[src/rtl/issue_stage_pkg.sv]
// issue_stage_pkg: shared unit encodings, widths and opcode constants for the issue stage
package issue_stage_pkg;

    localparam int ISS_DATA_W = 32;
    localparam int ISS_ADDR_W = 5;

    typedef enum logic [1:0] {
        FU_ALU   = 2'd0,
        FU_SHIFT = 2'd1,
        FU_MEM   = 2'd2
    } fu_e;

    localparam logic [5:0] OP_RTYPE = 6'h00;
    localparam logic [5:0] OP_ADDI  = 6'h08;
    localparam logic [5:0] OP_LW    = 6'h23;
    localparam logic [5:0] OP_SW    = 6'h2b;

    localparam logic [5:0] FN_SLL = 6'h00;
    localparam logic [5:0] FN_ADD = 6'h20;
    localparam logic [5:0] FN_SUB = 6'h22;
    localparam logic [5:0] FN_OR  = 6'h25;

    // Memory ops take priority over the shift select; everything else goes to the ALU
    function automatic fu_e unit_sel(input logic readmem, input logic writemem, input logic selalushift);
        return (readmem | writemem) ? FU_MEM : selalushift ? FU_SHIFT : FU_ALU;
    endfunction

endpackage

[src/rtl/issue_stage_scoreboard.sv]
// issue_scoreboard: pending-write vector with set/clear ports and three async lookups
module issue_scoreboard
    import issue_stage_pkg::*;
#(
    parameter int ADDR_W = ISS_ADDR_W
) (
    input  logic              clock,
    input  logic              reset,
    input  logic              i_set_en,
    input  logic [ADDR_W-1:0] i_set_addr,
    input  logic              i_clr_en,
    input  logic [ADDR_W-1:0] i_clr_addr,
    input  logic [ADDR_W-1:0] i_qa_addr,
    input  logic [ADDR_W-1:0] i_qb_addr,
    input  logic [ADDR_W-1:0] i_qc_addr,
    output logic              o_qa,
    output logic              o_qb,
    output logic              o_qc
);

    localparam int NREG = 1 << ADDR_W;

    logic [NREG-1:0] r_pending;
    logic [NREG-1:0] w_next;

    // Clear first so a set of the same register in the same cycle wins; r0 never pends
    always_comb begin
        w_next = r_pending;
        if (i_clr_en) w_next[i_clr_addr] = 1'b0;
        if (i_set_en) w_next[i_set_addr] = 1'b1;
        w_next[0] = 1'b0;
    end

    // Pending vector state
    always_ff @(posedge clock or negedge reset) begin
        if (!reset) r_pending <= '0;
        else        r_pending <= w_next;
    end

    assign o_qa = r_pending[i_qa_addr];
    assign o_qb = r_pending[i_qb_addr];
    assign o_qc = r_pending[i_qc_addr];

endmodule

[src/rtl/issue_stage.sv]
// issue_stage: hazard check against scoreboard/busy flags and single-issue dispatch to ALU, shift or memory
module issue_stage
    import issue_stage_pkg::*;
#(
    parameter int DATA_W = ISS_DATA_W,
    parameter int ADDR_W = ISS_ADDR_W
) (
    input  logic              clock,
    input  logic              reset,
    input  logic [5:0]        i_id_op,
    input  logic [5:0]        i_id_funct,
    input  logic [ADDR_W-1:0] i_id_addra,
    input  logic [ADDR_W-1:0] i_id_addrb,
    input  logic [ADDR_W-1:0] i_id_regdest,
    input  logic              i_id_writereg,
    input  logic              i_id_writeov,
    input  logic              i_id_selalushift,
    input  logic              i_id_selimregb,
    input  logic [2:0]        i_id_aluop,
    input  logic [1:0]        i_id_shiftop,
    input  logic              i_id_unsig,
    input  logic              i_id_readmem,
    input  logic              i_id_writemem,
    input  logic              i_id_selwsource,
    input  logic [DATA_W-1:0] i_id_imedext,
    output logic              o_iss_stall,
    output logic [ADDR_W-1:0] o_iss_reg_addra,
    output logic [ADDR_W-1:0] o_iss_reg_addrb,
    input  logic [DATA_W-1:0] i_reg_iss_dataa,
    input  logic [DATA_W-1:0] i_reg_iss_datab,
    output logic              o_iss_alu_valid,
    output logic              o_iss_shift_valid,
    output logic              o_iss_mem_valid,
    output logic [DATA_W-1:0] o_iss_dataa,
    output logic [DATA_W-1:0] o_iss_datab,
    output logic [DATA_W-1:0] o_iss_imedext,
    output logic [2:0]        o_iss_aluop,
    output logic [1:0]        o_iss_shiftop,
    output logic [ADDR_W-1:0] o_iss_regdest,
    output logic              o_iss_writereg,
    output logic              o_iss_writeov,
    output logic              o_iss_unsig,
    output logic              o_iss_readmem,
    output logic              o_iss_writemem,
    output logic              o_iss_selwsource,
    output logic              o_iss_selimregb,
    input  logic              i_alu_done,
    input  logic              i_shift_done,
    input  logic              i_mem_done,
    input  logic              i_wb_valid,
    input  logic [ADDR_W-1:0] i_wb_addr
);

    fu_e        w_unit;
    logic [2:0] w_onehot;
    logic [2:0] w_done;
    logic       w_uses_a;
    logic       w_uses_b;
    logic       w_pend_a;
    logic       w_pend_b;
    logic       w_pend_d;
    logic       w_hazard;
    logic       w_dispatch;
    logic       w_unused;
    logic [2:0] r_busy;
    logic [2:0] r_valid;

    // Opcode/funct are already decoded into the control fields; kept on the port for tracing
    assign w_unused = ^{i_id_op, i_id_funct};

    assign w_unit     = unit_sel(i_id_readmem, i_id_writemem, i_id_selalushift);
    assign w_onehot   = 3'b001 << w_unit;
    assign w_done     = {i_mem_done, i_shift_done, i_alu_done};
    assign w_uses_a   = ~i_id_selalushift;
    assign w_uses_b   = ~i_id_selimregb | i_id_writemem | i_id_selalushift;
    assign w_hazard   = (w_uses_a & w_pend_a) | (w_uses_b & w_pend_b)
                      | (i_id_writereg & w_pend_d) | r_busy[w_unit];
    assign w_dispatch = ~w_hazard;

    assign o_iss_stall       = w_hazard;
    assign o_iss_reg_addra   = i_id_addra;
    assign o_iss_reg_addrb   = i_id_addrb;
    assign o_iss_alu_valid   = r_valid[FU_ALU];
    assign o_iss_shift_valid = r_valid[FU_SHIFT];
    assign o_iss_mem_valid   = r_valid[FU_MEM];

    issue_scoreboard #(.ADDR_W(ADDR_W)) u_sb (
        .clock      (clock),
        .reset      (reset),
        .i_set_en   (w_dispatch & i_id_writereg & (i_id_regdest != '0)),
        .i_set_addr (i_id_regdest),
        .i_clr_en   (i_wb_valid),
        .i_clr_addr (i_wb_addr),
        .i_qa_addr  (i_id_addra),
        .i_qb_addr  (i_id_addrb),
        .i_qc_addr  (i_id_regdest),
        .o_qa       (w_pend_a),
        .o_qb       (w_pend_b),
        .o_qc       (w_pend_d)
    );

    // Busy flags: done clears, dispatch sets; a done on an idle unit is a no-op
    always_ff @(posedge clock or negedge reset) begin
        if (!reset) r_busy <= '0;
        else        r_busy <= (r_busy & ~w_done) | (w_dispatch ? w_onehot : 3'b000);
    end

    // One-cycle strobe for the unit that accepted the instruction
    always_ff @(posedge clock or negedge reset) begin
        if (!reset) r_valid <= '0;
        else        r_valid <= w_dispatch ? w_onehot : 3'b000;
    end

    // Payload captured on dispatch, held across stalls
    always_ff @(posedge clock or negedge reset) begin
        if (!reset) begin
            o_iss_dataa      <= '0;
            o_iss_datab      <= '0;
            o_iss_imedext    <= '0;
            o_iss_aluop      <= '0;
            o_iss_shiftop    <= '0;
            o_iss_regdest    <= '0;
            o_iss_writereg   <= 1'b0;
            o_iss_writeov    <= 1'b0;
            o_iss_unsig      <= 1'b0;
            o_iss_readmem    <= 1'b0;
            o_iss_writemem   <= 1'b0;
            o_iss_selwsource <= 1'b0;
            o_iss_selimregb  <= 1'b0;
        end else if (w_dispatch) begin
            o_iss_dataa      <= i_reg_iss_dataa;
            o_iss_datab      <= i_reg_iss_datab;
            o_iss_imedext    <= i_id_imedext;
            o_iss_aluop      <= i_id_aluop;
            o_iss_shiftop    <= i_id_shiftop;
            o_iss_regdest    <= i_id_regdest;
            o_iss_writereg   <= i_id_writereg;
            o_iss_writeov    <= i_id_writeov;
            o_iss_unsig      <= i_id_unsig;
            o_iss_readmem    <= i_id_readmem;
            o_iss_writemem   <= i_id_writemem;
            o_iss_selwsource <= i_id_selwsource;
            o_iss_selimregb  <= i_id_selimregb;
        end
    end

endmodule

[config.mk]
export PLATFORM = sky130hd
export DESIGN_NAME = issue_stage
export DESIGN_NICKNAME = d
export VERILOG_FILES = /design/src/rtl/issue_stage_pkg.sv /design/src/rtl/issue_stage_scoreboard.sv /design/src/rtl/issue_stage.sv
export SDC_FILE = /design/constraint.sdc
export NUM_CORES = 1
export LEC_CHECK = 0
export CAP_MARGIN = 10
export CORE_ASPECT_RATIO = 0.9
export CORE_MARGIN = 4
export CORE_UTILIZATION = 47
export CTS_CLUSTER_DIAMETER = 120
export CTS_CLUSTER_SIZE = 30
export DETAILED_ROUTE_END_ITERATION = 7
export GPL_ROUTABILITY_DRIVEN = 0
export HOLD_SLACK_MARGIN = 0.12
export PLACE_DENSITY = 0.93
export SETUP_SLACK_MARGIN = 0.02
export SYNTH_ARGS = -nofsm -noshare
export SYNTH_HDL_FRONTEND = slang
export SYNTH_SLANG_ARGS = --single-unit
[constraint.sdc]
create_clock -name clock -period 8.6 [get_ports clock]
set_clock_uncertainty 0.15 [all_clocks]
set_input_delay 0.86 -clock clock [delete_from_list [all_inputs] [get_ports clock]]
set_output_delay 0.86 -clock clock [all_outputs]
set_load 0.01 [all_outputs]
* After elaboration in Yosys (flattened, before gate mapping)
Cells that the tools add are included.
** Operators by class
- Order comparisons :: 7
- Shift-type cells :: 1
- Multiplexer cells :: 17
- Bitwise operators :: 20
- Reduce and logical (&&, ||, !) cells :: 3
** Operators with widths (number)
- 32-bit two-way mux :: 2
- 32-bit AND :: 1
- 32-bit NOT :: 1
- 32-bit OR :: 1
- 5-bit by 6-bit < comparator with 1-bit output, second input constant :: 4
- 1-bit binary-select mux with 5-bit select :: 3
- 1-bit demux with 5-bit select :: 2
- 5-bit by 1-bit >= comparator with 1-bit output, second input constant :: 2
- 1-bit two-way mux :: 7
- 1-bit OR :: 6
- 1-bit AND :: 5
- 5-bit nonzero test :: 1
- 3-bit AND :: 1
- 2-bit by 3-bit < comparator with 1-bit output, second input constant :: 1
- 3-bit two-way mux :: 1
- 1-bit NOT :: 3
- 3-bit NOT :: 1
- 3-bit OR :: 1
- 1-bit by 2-bit << shifter with 3-bit output, first input constant :: 1
- 1-bit binary-select mux with 2-bit select :: 1
- 1-bit logical AND :: 2
- 2-bit two-way mux :: 1
** Word-level totals
- Register bits :: 150
- Bits of input ports :: 147
- Output and inout port bits :: 127
- Logic and storage cells :: 64

* Depth between registers and ports, before layout
- Word-level depth :: 11
- Depth in mapped cells :: 11
- Depth with buffers taken out :: 7

* Hierarchy
From an unflattened synthesis, not the netlist that was laid out.
** Unflattened totals
- Cells, all modules :: 506
- Area, all modules :: 6727.7 µm²
** Modules (own cells, without submodules)
- issue_stage :: instances 1, cells an instance 277, area each 4553.1 µm², sequential area each 2977.9 µm²
- issue_scoreboard :: instances 1, cells an instance 229, area each 2174.6 µm², sequential area each 775.7 µm²

* Least setup slack after synthesis
Ideal clock, no wire load.
- Path kind :: in2out
- From :: input port i_id_addrb[1]
- To :: output port o_iss_stall
- Arrival :: 2.829 ns
- Slack :: 4.761 ns
- Stages on the path :: 9
- Path buffers :: 3
- Cells stage by stage :: buf_2 mux4_2 mux2_2 or3_1 o311ai_1 o2111a_1 buf_4 inv_2 clkbuf_1
** On the way
- Cells in the longest elaborated chain, start to end :: 6
** RTL lines
- start, declared :: RTL line issue_stage.sv:13 : input logic [ADDR_W-1:0] i_id_addrb,
- 1-bit binary-select mux with 5-bit select :: RTL line issue_stage_scoreboard.sv:41 : assign o_qb = r_pending[i_qb_addr];
- 1-bit two-way mux (implied by the code) :: RTL line issue_stage_scoreboard.sv:41
- 1-bit AND :: RTL line issue_stage.sv:76 : assign w_hazard = (w_uses_a & w_pend_a) | (w_uses_b & w_pend_b)
- 1-bit OR :: RTL line issue_stage.sv:76
- 1-bit OR (2 in a row) :: RTL line issue_stage.sv:77 : | (i_id_writereg & w_pend_d) | r_busy[w_unit];
- end, declared :: RTL line issue_stage.sv:26 : output logic o_iss_stall,
Every way passes these cells. The select of a mux whose other input is x is not followed.

* Worst setup path after layout
- From :: input port i_id_regdest[1]
- To :: output port o_iss_stall
** On the way
- Cells in the longest elaborated chain, start to end :: 5
** RTL lines
- start, declared :: RTL line issue_stage.sv:14 : input logic [ADDR_W-1:0] i_id_regdest,
- 1-bit binary-select mux with 5-bit select :: RTL line issue_stage_scoreboard.sv:42 : assign o_qc = r_pending[i_qc_addr];
- 1-bit two-way mux (implied by the code) :: RTL line issue_stage_scoreboard.sv:42
- 1-bit AND :: RTL line issue_stage.sv:77
- 1-bit OR (2 in a row) :: RTL line issue_stage.sv:77
Every way passes these cells. The select of a mux whose other input is x is not followed.

==> qor.yml <==
run_status:
  outcome: "complete, no violations"
final_layout:
  drive_above_1_share_pct: 17.05
  fin_nets: 921
  syn_to_final_growth_pct: 46.58
  diodes: 0
  finalInstanceArea_um2: 10070
  n_fill_cell: 917
sta:
  fin_crit_sh_pct: 68.57
  rsz0062_at_grt: "no"
  tns_ns: 0
  fmax_mhz: 169.6
  slew_headroom_pct: 26.14
  worst_pin_slew_ns: 1.099
  slew_viol_final: 0
  min_period_ns: 5.897
  hold_viol: 0
  finalSetupViolations: 0
power_and_ir_drop:
  max-vdd-ir-drop_v: 0.0002044
  p_leak_nw: 4.143
  power.density_nw_per_um2: 282.4
synth:
  synth_ff_type: "dfrtp_1"
  seq_area_frac_synth_pct: 54.64
  yosysWarnings: 0
  netlist.area_leader.share_pct: 54.64
  yosys.area.top_type: "dfrtp_1"
  syn_area_um2: 6869
  synth_cell_type_count: 44
  syn-num-nets: 682
  synthTopCellsByArea: "dfrtp_1, mux2_2, mux2_1"
  syn_avg_cell_area_um2: 12.84
  synth-edff-count: 0
  synthArstFlopShare_pct: 100.0
  synth-seq-cells: 150
  syn_inst: 535
global_routing:
  grt_start_max_net_pins: 86
  antenna_found_initial: 0
  grt_usage_pct: 24.30
  grt_use_met1_pct: 27.27
  grt_pass1_vias: 6004
  grt_first_pass_wirelength_mm: 31.25
  grt_util_met3_pct: 9.590
  busiest_layer: "met2"
  grt_remaining_overflow: 0
  met2_usage_pct: 41.73
min_path:
  hold_path.class: "primary input to async pin"
place:
  numPortBuffers: 261
  dp_hpwl_mm: 14.52
  placed_cell_area_um2: 9469
die:
  die_x_um: 135.4
  start_util_pct: 48.52
  row_count: 41
  ios: 274
  core_area_um2: 14160
  die_h_um: 122.7
  die_area_um2: 16620
cts:
  clock_latency_ns: 0.41
  cts-htree-levels: 4
  post_cts_resized: 0
  cts_tree: "built"
  cts_buffers: 17
  clock_sinks: 150
  postCtsHoldBufs: 0
  cts.clk_slew.worst_paths_ns: 0.06
  post_cts_buffers: 0
  cts_buffer_depth: 2
  cts-root-buf: "clkbuf_16"
route:
  drcViolationCount: 0
  wl_per_cell_um: 20.48
  drt-pass1-iter-count: 7
  first_iter_violations: 478
  via_count: 5478
  drt_wl_total_mm: 20.05
  ant_nets: 0
  via_per_inst: 5.596
critical_path:
  worstPathMaxFanout: 44
  cp.arrival_ns: 4.89
  path_class: "primary input to primary output"
  endpoint_kind: "primary output"
  required_ns: 7.59
  cp-start-kind: "primary input"
flow_run:
  cap_violations: 0
==> cells in the mapped netlist, types with 2 or more instances <==
master and n:
dfrtp_1 150, mux2_2 83, o21ai_0 65, nand2_1 39, mux2_1 38, buf_4 17
mux2i_1 17, nand3_1 11, clkbuf_1 9, inv_1 9, mux4_2 8, buf_2 7
nand3b_1 7, and3_1 6, buf_6 6, mux2_4 6, a22oi_1 5, nor2_1 5
nor3b_1 5, and3b_1 4, buf_1 4, a21oi_1 3, nor2b_1 3, nor3_1 3
a311oi_1 2, a31oi_1 2, a32o_1 2, or3_1 2, or3b_2 2
==> kinds of logic (layout without fill, tap and decap cells) <==
kind of cell           Yosys count  count (layout)  synth area share (%)
flip-flops                     150             150                 54.64
buffers and inverters           53             304                 4.608
multiplexers                   152             152                 26.25
AND/OR/NAND/NOR                 89              89                 6.721
AO/OA/AOI/OAI                   91              91                 7.778
==> metal layers <==
metal / up-vias / share of wire (%)
li1: 2400 / -
met1: 2656 / 36
met2: 356 / 51
met3: 66 / 10
met4: 0 / 3.3
met5: - / 0
==> final timing paths <==
check / start / to / slack [ns] / depth (start not counted)
setup / recovery: i_id_regdest[1] / o_iss_stall / 2.70 / 8
hold reg to reg: o_iss_shiftop[0] / o_iss_shiftop[0] / 0.33 / 1
max in group asynchronous: reset / u_sb.r_pending[25] / 6.50 / 2
min in group clock: o_iss_shiftop[0] / o_iss_shiftop[0] / 0.33 / 1
hold / removal: reset / o_iss_selimregb / 0.26 / 1
setup reg to reg: u_sb.r_pending[23] / o_iss_dataa[0] / 4.79 / 7
==> layout make-up <==
type,count,area [um^2],area share (%)
clock buffers,22,474.2,4.710
clock inverters,9,125.1,1.243
inverters,10,37.54,0.3728
multi-input cells,332,2808,27.89
flip-flops and latches,150,3754,37.28
well taps,193,241.5,2.398
repair buffers,263,2629,26.11
==> worst max-delay path, cell delays in order <==
cell,delay (ns)
clkdlybuf4s50_1,1.06
mux2_2,0.41
a22oi_1,0.23
nand3_1,0.10
a31oi_1,0.44
o2111a_4,0.69
inv_2,0.45
clkdlybuf4s50_1,0.60
==> placed cells by master (no fill, tap or decap), types with 3 or more instances in the layout <==
cell	instances
clkbuf_16	17
nand2_1	39
a22oi_1	5
bufinv_16	3
and3_1	6
nor2_1	5
mux2_2	83
mux2_1	38
clkdlybuf4s50_1	260
clkbuf_8	3
mux2i_1	17
nor2b_1	3
dfrtp_1	150
mux2_4	6
nand3b_1	7
inv_1	9
clkinv_2	4
a21oi_1	3
o21ai_0	65
mux4_2	8
nor3b_1	5
and3b_1	4
nor3_1	3
nand3_1	11
==> state kept, by name (all words and copies together) (netlist names), 2 cells and up <==
signal	count
o_iss_dataa	32
r_valid	3
u_sb.r_pending	31
r_busy	3
o_iss_regdest	5
o_iss_imedext	32
o_iss_datab	32
o_iss_shiftop	2
o_iss_aluop	3
==> metrics by stage <==
stage	util (%)	hold WS, ns	power, mW	std cells	setup slack (ns)
after floorplan	-	0.3125	1.498	535	4.761
after global placement	66.88	0.3157	2.050	948	2.899
after detailed placement	66.88	0.3238	2.097	948	2.766
after CTS	71.11	0.2985	2.867	979	2.734
after global routing	71.11	0.3110	2.973	979	2.491
final	71.11	0.2563	2.844	979	2.703
==> where the power goes <==
group,switching (mW),internal [mW]
sequential,0.150,0.935
clock,0.276,0.476
combinational,0.401,0.606
Power figures use the tool's default switching activity.
